File: src/rtl/counter_pkg.sv
// Shared definitions for the modulo counter family: direction encodings and
// the terminal-value helper.
package counter_pkg;

    localparam logic DIR_UP   = 1'b1;
    localparam logic DIR_DOWN = 1'b0;

    // Terminal value is M-1 modulo 2^w, so M=0 selects the full 2^w range.
    function automatic logic [31:0] term_of(input logic [31:0] m, input int w);
        logic [31:0] mask;
        if (w >= 32) begin
            mask = '1;
        end else begin
            mask = (32'd1 << w) - 32'd1;
        end
        return (m - 32'd1) & mask;
    endfunction

endpackage

File: src/rtl/mod_counter_step.sv
// Combinational next-count and terminal-flag logic for one modulo counter
// channel; shared with multi-channel scan logic.
module mod_counter_step
    import counter_pkg::*;
#(
    parameter int WIDTH = 4
) (
    input  logic [WIDTH-1:0] count_i,
    input  logic [WIDTH-1:0] term_i,
    input  logic             up_i,
    output logic [WIDTH-1:0] next_o,
    output logic             term_hit_o
);

    always_comb begin
        next_o     = count_i;
        term_hit_o = 1'b0;
        if (up_i == DIR_UP) begin
            // >= lets an out-of-range count left by a modulus shrink wrap to 0.
            term_hit_o = (count_i >= term_i);
            next_o     = term_hit_o ? '0 : count_i + 1'b1;
        end else begin
            term_hit_o = (count_i == '0);
            next_o     = (term_hit_o || (count_i > term_i)) ? term_i : count_i - 1'b1;
        end
    end

endmodule

File: src/rtl/mod_counter_ud.sv
// Up/down modulo-M counter with runtime modulus, clamped load, tc and wrap.
// Define MOD_COUNTER_ONESHOT_EN to halt at the terminal value and raise done.
module mod_counter_ud
    import counter_pkg::*;
#(
    parameter int WIDTH = 4,
    parameter int MOD   = 3
) (
    input  logic             clk,
    input  logic             reset,
    input  logic             en,
    input  logic             up,
    input  logic             load,
    input  logic [WIDTH-1:0] load_val,
    input  logic             mod_wr,
    input  logic [WIDTH-1:0] mod_val,
    output logic [WIDTH-1:0] count,
    output logic [WIDTH-1:0] modulus,
    output logic             tc,
    output logic             wrap,
    output logic             done
);

    logic [WIDTH-1:0] count_q, count_d;
    logic [WIDTH-1:0] mod_q, mod_d;
    logic             wrap_q, wrap_d;
    logic [WIDTH-1:0] term;
    logic [WIDTH-1:0] step_next;
    logic             step_tc;

    assign term = WIDTH'(term_of(32'(mod_q), WIDTH));

    mod_counter_step #(
        .WIDTH(WIDTH)
    ) u_step (
        .count_i   (count_q),
        .term_i    (term),
        .up_i      (up),
        .next_o    (step_next),
        .term_hit_o(step_tc)
    );

`ifdef MOD_COUNTER_ONESHOT_EN
    logic done_q, done_d;

    always_comb begin
        done_d = done_q;
        if (load) begin
            done_d = 1'b0;
        end else if (en && !done_q && step_tc) begin
            done_d = 1'b1;
        end
    end

    always_ff @(posedge clk) begin
        if (reset) begin
            done_q <= 1'b0;
        end else begin
            done_q <= done_d;
        end
    end

    assign done = done_q;
`else
    assign done = 1'b0;
`endif

    assign tc = en && !load && !done && step_tc;

    always_comb begin
        count_d = count_q;
        if (load) begin
            count_d = (load_val > term) ? term : load_val;
        end else if (en && !done) begin
`ifdef MOD_COUNTER_ONESHOT_EN
            // A terminal step parks on the terminal value instead of wrapping.
            if (step_tc) begin
                count_d = (up == DIR_UP) ? term : '0;
            end else begin
                count_d = step_next;
            end
`else
            count_d = step_next;
`endif
        end
    end

    always_comb begin
        mod_d  = mod_wr ? mod_val : mod_q;
        wrap_d = tc;
    end

    always_ff @(posedge clk) begin
        if (reset) begin
            count_q <= '0;
            mod_q   <= WIDTH'(MOD);
            wrap_q  <= 1'b0;
        end else begin
            count_q <= count_d;
            mod_q   <= mod_d;
            wrap_q  <= wrap_d;
        end
    end

    assign count   = count_q;
    assign modulus = mod_q;
    assign wrap    = wrap_q;

endmodule
File: config.mk
export PLATFORM = sky130hd
export DESIGN_NAME = mod_counter_ud
export DESIGN_NICKNAME = d
export VERILOG_FILES = /design/src/rtl/counter_pkg.sv /design/src/rtl/mod_counter_step.sv /design/src/rtl/mod_counter_ud.sv
export SDC_FILE = /design/constraint.sdc
export NUM_CORES = 1
export LEC_CHECK = 0
export ABC_AREA = 1
export CAP_MARGIN = 10
export CORE_MARGIN = 2
export CORE_UTILIZATION = 42
export DETAILED_ROUTE_END_ITERATION = 16
export GPL_TIMING_DRIVEN = 0
export PLACE_DENSITY = 0.74
export SLEW_MARGIN = 20
export SYNTH_ARGS = -nofsm -noshare
export SYNTH_HDL_FRONTEND = slang
export SYNTH_SLANG_ARGS = --single-unit
export TNS_END_PERCENT = 1
File: constraint.sdc
create_clock -name clk -period 1.98 [get_ports clk]
set_input_delay 0.198 -clock clk [delete_from_list [all_inputs] [get_ports clk]]
set_output_delay 0.198 -clock clk [all_outputs]
set_load 0.02 [all_outputs]
==> summary.md, run 1 <==
Total setup violations reported at the end of the flow: 3. Summed over all cells, the static leakage comes to 0.5746 nW. IR analysis of the VDD net gives a maximum drop of 0.4191 mV. Summed over all layers, the global routing overflow is 0. The largest net degree at the start of global routing was 10. The most used flip-flop cell after synthesis is sky130_fd_sc_hd__dfxtp_1. Once placement completed, the tool counted placed cells totaling 182. The share of synthesized area in the top cell type comes to 20.37%.

By instance count, the leading cell after synthesis is sky130_fd_sc_hd__nand2_1. The count of nets left with antenna violations once routing finished came out at 0. The run gives 2.253 mm as the final wirelength. Of all flip-flops after synthesis, the portion carrying an async set or reset was 0%. In the finished design, the share of the clock period the worst path needs comes to 104.3%.

Dividing the synthesized area by the synthesized cell count gives 6.651 um2. Ranked by total cell area, the synthesized netlist is headed by sky130_fd_sc_hd__dfxtp_1, sky130_fd_sc_hd__ha_1, sky130_fd_sc_hd__nand2_1. After the last flow step, the layout net total stands at 189. TritonCTS built the clock tree. The worst min-delay path class was input pin to flop.

The sum of negative setup slack was -0.1299 ns. The checks that failed: negative setup slack. The first global-routing pass estimated 3.926 mm of wire. The floorplan has 16 rows. The most prevalent standard cell on the critical path was sky130_fd_sc_hd__ha_4. The die covers 2490 um2. Cells with a size suffix above 1 make up 22.70% of the layout. Final hold analysis gives a worst-case slack of 0.3250 ns. The fraction of power consumed by sequential logic is 26.8%, and the count of inserted antenna diode cells is 0. The overall die height is 49.90 um.

Clock network latency to the later pin of the worst-skew pair: 0.27 ns. Count of TritonRoute iterations in the first routing pass: 4. The final hold violation count is 0, and the number of antenna violations at the first check in global routing is 0. Of all nets on the critical path, the largest fanout is 9. The number of distinct library cell variants in the gate-level netlist after synthesis is 26, and the biggest cell delay along the critical path is 0.37 ns.

Cell taking the most area after synthesis: sky130_fd_sc_hd__dfxtp_1. The tools report the DRC violation count after routing as 0. For the clock share of power, the log shows 17.6%.

Setup repair after global routing could not meet its margin everywhere. In this run, post-CTS hold repair placed 0 buffers. Broken down by cell family, the worst path's largest delay share belongs to adder cells. The count of cells in the finished layout, fillers not included, comes to 190. The slowest stage of the critical path belongs to the cell sky130_fd_sc_hd__dfxtp_4.

The switching power share of the total works out to 42.38%. The width of the die works out to 49.90 um. Across the run, the number of max-cap violations was 0.

For the worst setup path, the data arrival time is 1.87 ns. Combinational cells account for 55.6% of the total power. The run gives 44.63% as the initial standard-cell utilization of the core. The kind of start point of the critical path is a flop. The wire length per cell after detailed routing came out at 11.86 um.

The logs give 0.4844 GHz for the top achievable clock speed and 25 for the number of top-level pins. Counting every instance in the synthesized netlist gives 133. The worst setup path is of the flop to primary output kind. For this design, the sink count on the clock tree is 9.

The internal portion of the total power is 488.8 uW. The global-route total usage across every layer was 20.20%; the placer's final routability congestion estimate was 0.9090. From synthesis to final layout, the design area changed by 47.38%. The number of enable flip-flop cells after synthesis was 0. The shortest period the worst path allows is 2.065 ns. The core outline area is 1982 um2, and the number of nets produced by synthesis is 158. Buffers placed on the I/O ports in this run total 22. The longest clock path from root to sink contains 2 buffers.

For the count of vias placed by the detailed router, the log shows 974. The run finished, with violations left. The area of the mapped netlist is 884.6 um2, and the post-synthesis sequential area ratio is 20.37%. The type of destination of the critical path is a primary output. The logs give -0.4222 ns for the post-placement setup slack and 3 for the clock buffer count from CTS. For the max-slew violation count, the log shows 0. Traced cell by cell, the critical path runs through inv_6 > ha_4 > xnor2_4 > ha_4 > nand4_1 > nand2_2 > nor2_4 > nor3_2 > buf_4. For this block, the initial DRC count from the detailed router was 17. The wire-length estimate of the detail-placed layout is 1.733 mm. The cell sitting at the root of the clock tree is a sky130_fd_sc_hd__clkbuf_4. The analysis attributes to net switching a power of 359.6 uW. After clock tree synthesis, the clock-pin slew on the worst setup and hold paths is 0.07 ns. The count of H-tree levels built during CTS is 1. Synthesis inferred 9 register bits. In the routed layout, each cell is associated on average with a via count of 5.126. The critical path contains buffers and inverters numbering 2 combined.

Data on the critical path is required at its endpoint by 1.78 ns. Count of warnings emitted by yosys: 0. The total power divided by cell area was 650.7 nW/um2; the setup slack of the critical path after layout was -0.08459 ns. The commonest cells after synthesis are sky130_fd_sc_hd__nand2_1, sky130_fd_sc_hd__inv_1, sky130_fd_sc_hd__nand3_1, sky130_fd_sc_hd__a21oi_1, sky130_fd_sc_hd__ha_1. On the final layout, the worst clock skew is 0.009204 ns. The run gives 942 as the number of global-route vias before repair.
## power groups by stage
stage	clock network (mW)	logic [mW]	registers, mW
finish	0.149	0.472	0.227
global route	0.163	0.530	0.230
CTS	0.150	0.468	0.227
detailed placement	0	0.400	0.227
global placement	0	0.392	0.227
floorplan	0	0.263	0.244
## cells by family after synthesis
family / share of synthesized area [%]
flops: 20.37
xor+xnor: 3.961
simple gates: 31.26
fa+ha+maj: 15.56
compound gates: 18.11
other cells: 0.4239
buf+inv: 10.32
## final cells by class
class,count,area [um2]
Fill cell,173,678.2
Sequential cell,9,191.4
Inverter,20,80.08
Tap cell,27,33.78
Timing Repair Buffer,26,247.7
Buffer,3,16.27
Clock buffer,4,26.28
Multi-Input combinational cell,101,708.2
## stage by stage
step	power [mW]	util, %	instance area [um2]
floorplan	0.5062	-	913.4
global placement	0.6189	58.90	1167
detailed placement	0.6275	58.90	1167
CTS	0.8448	65.66	1301
global route	0.9224	65.78	1304
finish	0.8484	65.78	1304
## worst paths after layout
| check | slack (ns) | start | cells after the start | to |
|---|---|---|---|---|
| setup / recovery | -0.08 | modulus[0] | 9 | tc |
| hold / removal | 0.33 | reset | 2 | count[3] |
| setup reg to reg | -0.03 | modulus[0] | 15 | count[1] |
| hold reg to reg | 0.54 | modulus[1] | 2 | modulus[1] |
## sequential cells by signal, indices dropped and copies added (netlist names)
signal   count
count        4
modulus      4
wrap         1
## metal layers
layer	wire length (um)	up-vias	part of all wire, %	track usage [%]
met5	0	-	0	0
met4	33	0	1.5	8.333
met3	49	4	2.2	1.818
met2	1108	16	49	34.44
met1	1062	445	47	25.88
li1	-	509	-	-
## placed cells by master (no fill, tap or decap)
master	netlist	layout
sky130_fd_sc_hd__clkbuf_4	0	3
sky130_fd_sc_hd__o21ai_2	1	1
sky130_fd_sc_hd__ha_1	11	7
sky130_fd_sc_hd__inv_2	2	2
sky130_fd_sc_hd__nand4_1	3	3
sky130_fd_sc_hd__xor2_1	2	2
sky130_fd_sc_hd__clkbuf_2	1	1
sky130_fd_sc_hd__nor3_2	0	1
sky130_fd_sc_hd__o21bai_1	1	1
sky130_fd_sc_hd__nand2_1	22	21
sky130_fd_sc_hd__inv_1	18	17
sky130_fd_sc_hd__ha_4	0	4
sky130_fd_sc_hd__clkbuf_1	1	2
sky130_fd_sc_hd__nand3_2	1	1
sky130_fd_sc_hd__nor2_1	5	5
sky130_fd_sc_hd__nand2_2	6	5
sky130_fd_sc_hd__conb_1	1	1
sky130_fd_sc_hd__o31ai_1	1	1
sky130_fd_sc_hd__a21oi_1	12	11
sky130_fd_sc_hd__o21ai_0	10	7
sky130_fd_sc_hd__dfxtp_1	9	6
sky130_fd_sc_hd__a21oi_2	3	4
sky130_fd_sc_hd__clkdlybuf4s50_1	0	21
sky130_fd_sc_hd__nand2_4	0	2
sky130_fd_sc_hd__xnor2_4	0	1
sky130_fd_sc_hd__buf_4	1	6
sky130_fd_sc_hd__nand3_1	16	16
sky130_fd_sc_hd__xnor2_1	2	1
sky130_fd_sc_hd__o21ai_1	0	3
sky130_fd_sc_hd__nor4_1	1	1
sky130_fd_sc_hd__dfxtp_4	0	3
sky130_fd_sc_hd__inv_6	0	1
sky130_fd_sc_hd__nor2_4	1	2
## timing repair
action	in CTS	in global routing
pin swaps	7	2
gates cloned	0	0
setup buffers	4	0
endpoints found under the setup margin	5	5
gates resized for setup	21	2
No activity file was read; power rests on OpenSTA's default activity.
==> inputs of run 2 (changes only) <==
--- a/config.mk
+++ b/config.mk
@@ -7,11 +7,14 @@
 export LEC_CHECK = 0
 export ABC_AREA = 1
 export CAP_MARGIN = 10
+export CELL_PAD_IN_SITES_DETAIL_PLACEMENT = 0
+export CELL_PAD_IN_SITES_GLOBAL_PLACEMENT = 1
 export CORE_MARGIN = 2
-export CORE_UTILIZATION = 42
+export CORE_UTILIZATION = 29
 export DETAILED_ROUTE_END_ITERATION = 16
 export GPL_TIMING_DRIVEN = 0
-export PLACE_DENSITY = 0.74
+export PLACE_DENSITY_LB_ADDON = 0.1
+export SETUP_SLACK_MARGIN = 0.05
 export SLEW_MARGIN = 20
 export SYNTH_ARGS = -nofsm -noshare
 export SYNTH_HDL_FRONTEND = slang
==> run 2 against run 1 <==
The run still ends with negative setup slack left. Cell area is 2.3% higher. Total power is 0.64% lower. Clock skew is 0.0017 ns lower. Combinational power is 1% lower. Clock power hardly changed. Routed wire length is 5.4% higher. Via count is 1.6% lower.
==> summary.md, run 2 (same netlist as run 1, synthesis figures left out) <==
The post-placement setup slack is -0.4026 ns (+0.01963 ns), and the switching power total is 356.9 uW (-0.75%). The overall die height works out to 59.23 um (+19%). The portion of the clock cycle consumed by the worst path in the final layout works out to 105.3% (+1.0 points). The top achievable clock speed was 0.4795 GHz (-1.0%). The required time at the endpoint of the critical path is 1.78 ns (about the same). The cell family contributing the most delay on the critical path is adder cells. The tools report the count of vias placed by the detailed router as 958 (-1.6%).

The biggest cell delay along the critical path is 0.37 ns (about the same), and the area of the die is 3508 um2 (+41%). For the setup slack of the critical path after layout, the log shows -0.1054 ns (-0.02077 ns). The run gives 27.1% (+0.3 points) as the fraction of power consumed by sequential logic. TritonCTS built the clock tree.

The largest net degree at the start of global routing was 9 (-1). The tools report the count of TritonRoute iterations in the first routing pass as 4 (unchanged). Largest fanout of any net on the critical path: 4 (-5). Total setup violations reported at the end of the flow: 1 (-2). Compared with the post-synthesis result, the final layout area differs by 50.78%. The number of design-rule violations left by the first detailed-router iteration came out at 31 (+14). The most prevalent standard cell on the critical path is sky130_fd_sc_hd__ha_4. The max capacitance violation total is 0 (unchanged). The maximum buffer depth of the clock tree was 2 (unchanged); the number of nets in the layout was 192 (+1.6%).

The worst min-delay path class is input pin to flop. In the layout the commonest cells are sky130_fd_sc_hd__nand2_1, sky130_fd_sc_hd__clkdlybuf4s50_1, sky130_fd_sc_hd__inv_1, sky130_fd_sc_hd__nand3_1, sky130_fd_sc_hd__buf_4. The run finished, with violations left. The clock network latency to the later pin of the worst-skew pair was 0.26 ns (about the same).

For the final wirelength, the log shows 2.374 mm (+5.4%). The leakage power is 0.5843 nW (+1.7%). Setup repair after global routing could not meet its margin everywhere. Total power divided by cell area: 632.0 nW/um2 (-2.9%).

The shortest period the worst path allows was 2.085 ns (+0.02077 ns); the clock share of power was 17.6% (about the same). The number of antenna violations at the first check in global routing was 0 (unchanged). The worst-case clock skew was 0.007454 ns (-0.001750 ns); the arrival time at the worst endpoint was 1.89 ns (+0.02 ns).

The number of top-level pins was 25 (unchanged). Traced cell by cell, the critical path runs through inv_2 > ha_4 > ha_4 > inv_1 > o21bai_1 > nand3_1 > nand2_2 > nor2_4 > nor3_2 > buf_4. The DRC violation count after routing is 0 (unchanged), and the clock-pin transition on the worst setup and hold timing paths is 0.07 ns (about the same).

The tools report the max-slew violation count as 0 (unchanged). The placer's final routability congestion estimate came out at 0.8324 (-8.4%). The tools report the kind of start point of the critical path as a flop.

The total overflow reported by the global router came out at 0 (unchanged). The tree is rooted in a sky130_fd_sc_hd__clkbuf_4. The count of H-tree levels built during CTS is 1 (unchanged), and the final hold violation count is 0 (unchanged). The fill cell total of the finished layout came out at 312 (+80%). The buffers plus inverters on the worst setup path came out at 3 (+1). The peak supply drop came out at 0.2753 mV (-34%). The run gives 916 (-2.8%) as the number of global-route vias before repair. The TritonCTS sink count was 9 (unchanged). The final reports fail on negative setup slack. The via density per instance was 4.814 (-6.1%); the initial standard-cell utilization of the core was 29.71% (-15 points). The design internal power was 486.0 uW (-0.56%). The run gives 1.844 mm (+6.4%) as the detailed placer's ending HPWL.

The tools report the count of antenna-violating nets left after detailed routing as 0 (unchanged). The core outline area is 2978 um2 (+50%). Among all stages on the critical path, the largest delay is contributed by sky130_fd_sc_hd__dfxtp_4. The critical path class was flop to primary output. The width of the die is 59.23 um (+19%), and the global-route total usage across every layer is 15.31% (-4.9 points).

The combinational group share of total power is 55.3% (-0.3 points). The row count is 20 (+4), and the wire length per cell after detailed routing is 11.93 um (+0.61%). The sum of negative setup slack was -0.1054 ns (+0.02454 ns); the number of port buffers was 22 (unchanged). The count of inserted antenna diode cells was 0 (unchanged). The type of destination of the critical path was a primary output. Switching power share of the total: 42.34% (-0.047 points). The run gives 3.988 mm (+1.6%) as the first-pass GRT wire length.

The clock buffer count from CTS came out at 3 (unchanged). The share of post-route cells with drive strength above 1 works out to 27.11% (+4.4 points).
==> run 2: repair_timing <==
item | 4_1_cts | 5_1_grt
setup endpoints to repair | 5 | 5
hold buffers | 0 | 0
resized for setup | 15 | 8
setup buffers | 6 | 1
pin swaps | 8 | 3
cloned | 0 | 0
==> run 2: worst paths after layout <==
path	start	end	slack, ns	cells after the start
worst max-delay path	modulus[1]	tc	-0.11	10
worst min-delay path	reset	count[3]	0.36	2
worst max register to register	modulus[0]	count[2]	0.01	12
worst min register to register	modulus[1]	modulus[1]	0.54	2
==> run 2: layer usage <==
| metal | part of all wire [%] | track usage [%] |
|---|---|---|
| met2 | 45 | 23.08 |
| met3 | 3.4 | 2.838 |
| met5 | 0 | 0 |
| met4 | 1.3 | 6.818 |
| met1 | 50 | 21.12 |
==> run 2: cell type report <==
class	count	area, um2	share of cell area [%]
sequential	9	190.2	14.26
buffer	3	16.27	1.220
timing repair buffer	29	270.3	20.26
tap	33	41.29	3.096
multi-input combinational	101	709.4	53.19
inverter	20	80.08	6.004
clock buffer	4	26.28	1.970
==> run 2: power by group through the flow <==
stage          Combinational [mW]  Sequential, mW  Clock, mW
2_1_floorplan               0.263           0.245          0
3_3_place_gp                0.406           0.229          0
3_5_place_dp                0.405           0.230          0
4_1_cts                     0.448           0.228      0.157
5_1_grt                     0.525           0.231      0.170
6_report                    0.466           0.228      0.149
==> run 2: stage by stage <==
step | instances | area [um2] | utilization (%) | hold WS [ns] | total power, mW
after floorplan | 133 | 917.1 | - | 0.3032 | 0.5074
after global placement | 188 | 1179 | 39.58 | 0.5268 | 0.6356
after detailed placement | 188 | 1179 | 39.58 | 0.5391 | 0.6352
after CTS | 198 | 1299 | 43.61 | 0.3623 | 0.8327
after global routing | 199 | 1334 | 44.79 | 0.3803 | 0.9260
final | 199 | 1334 | 44.79 | 0.3557 | 0.8429
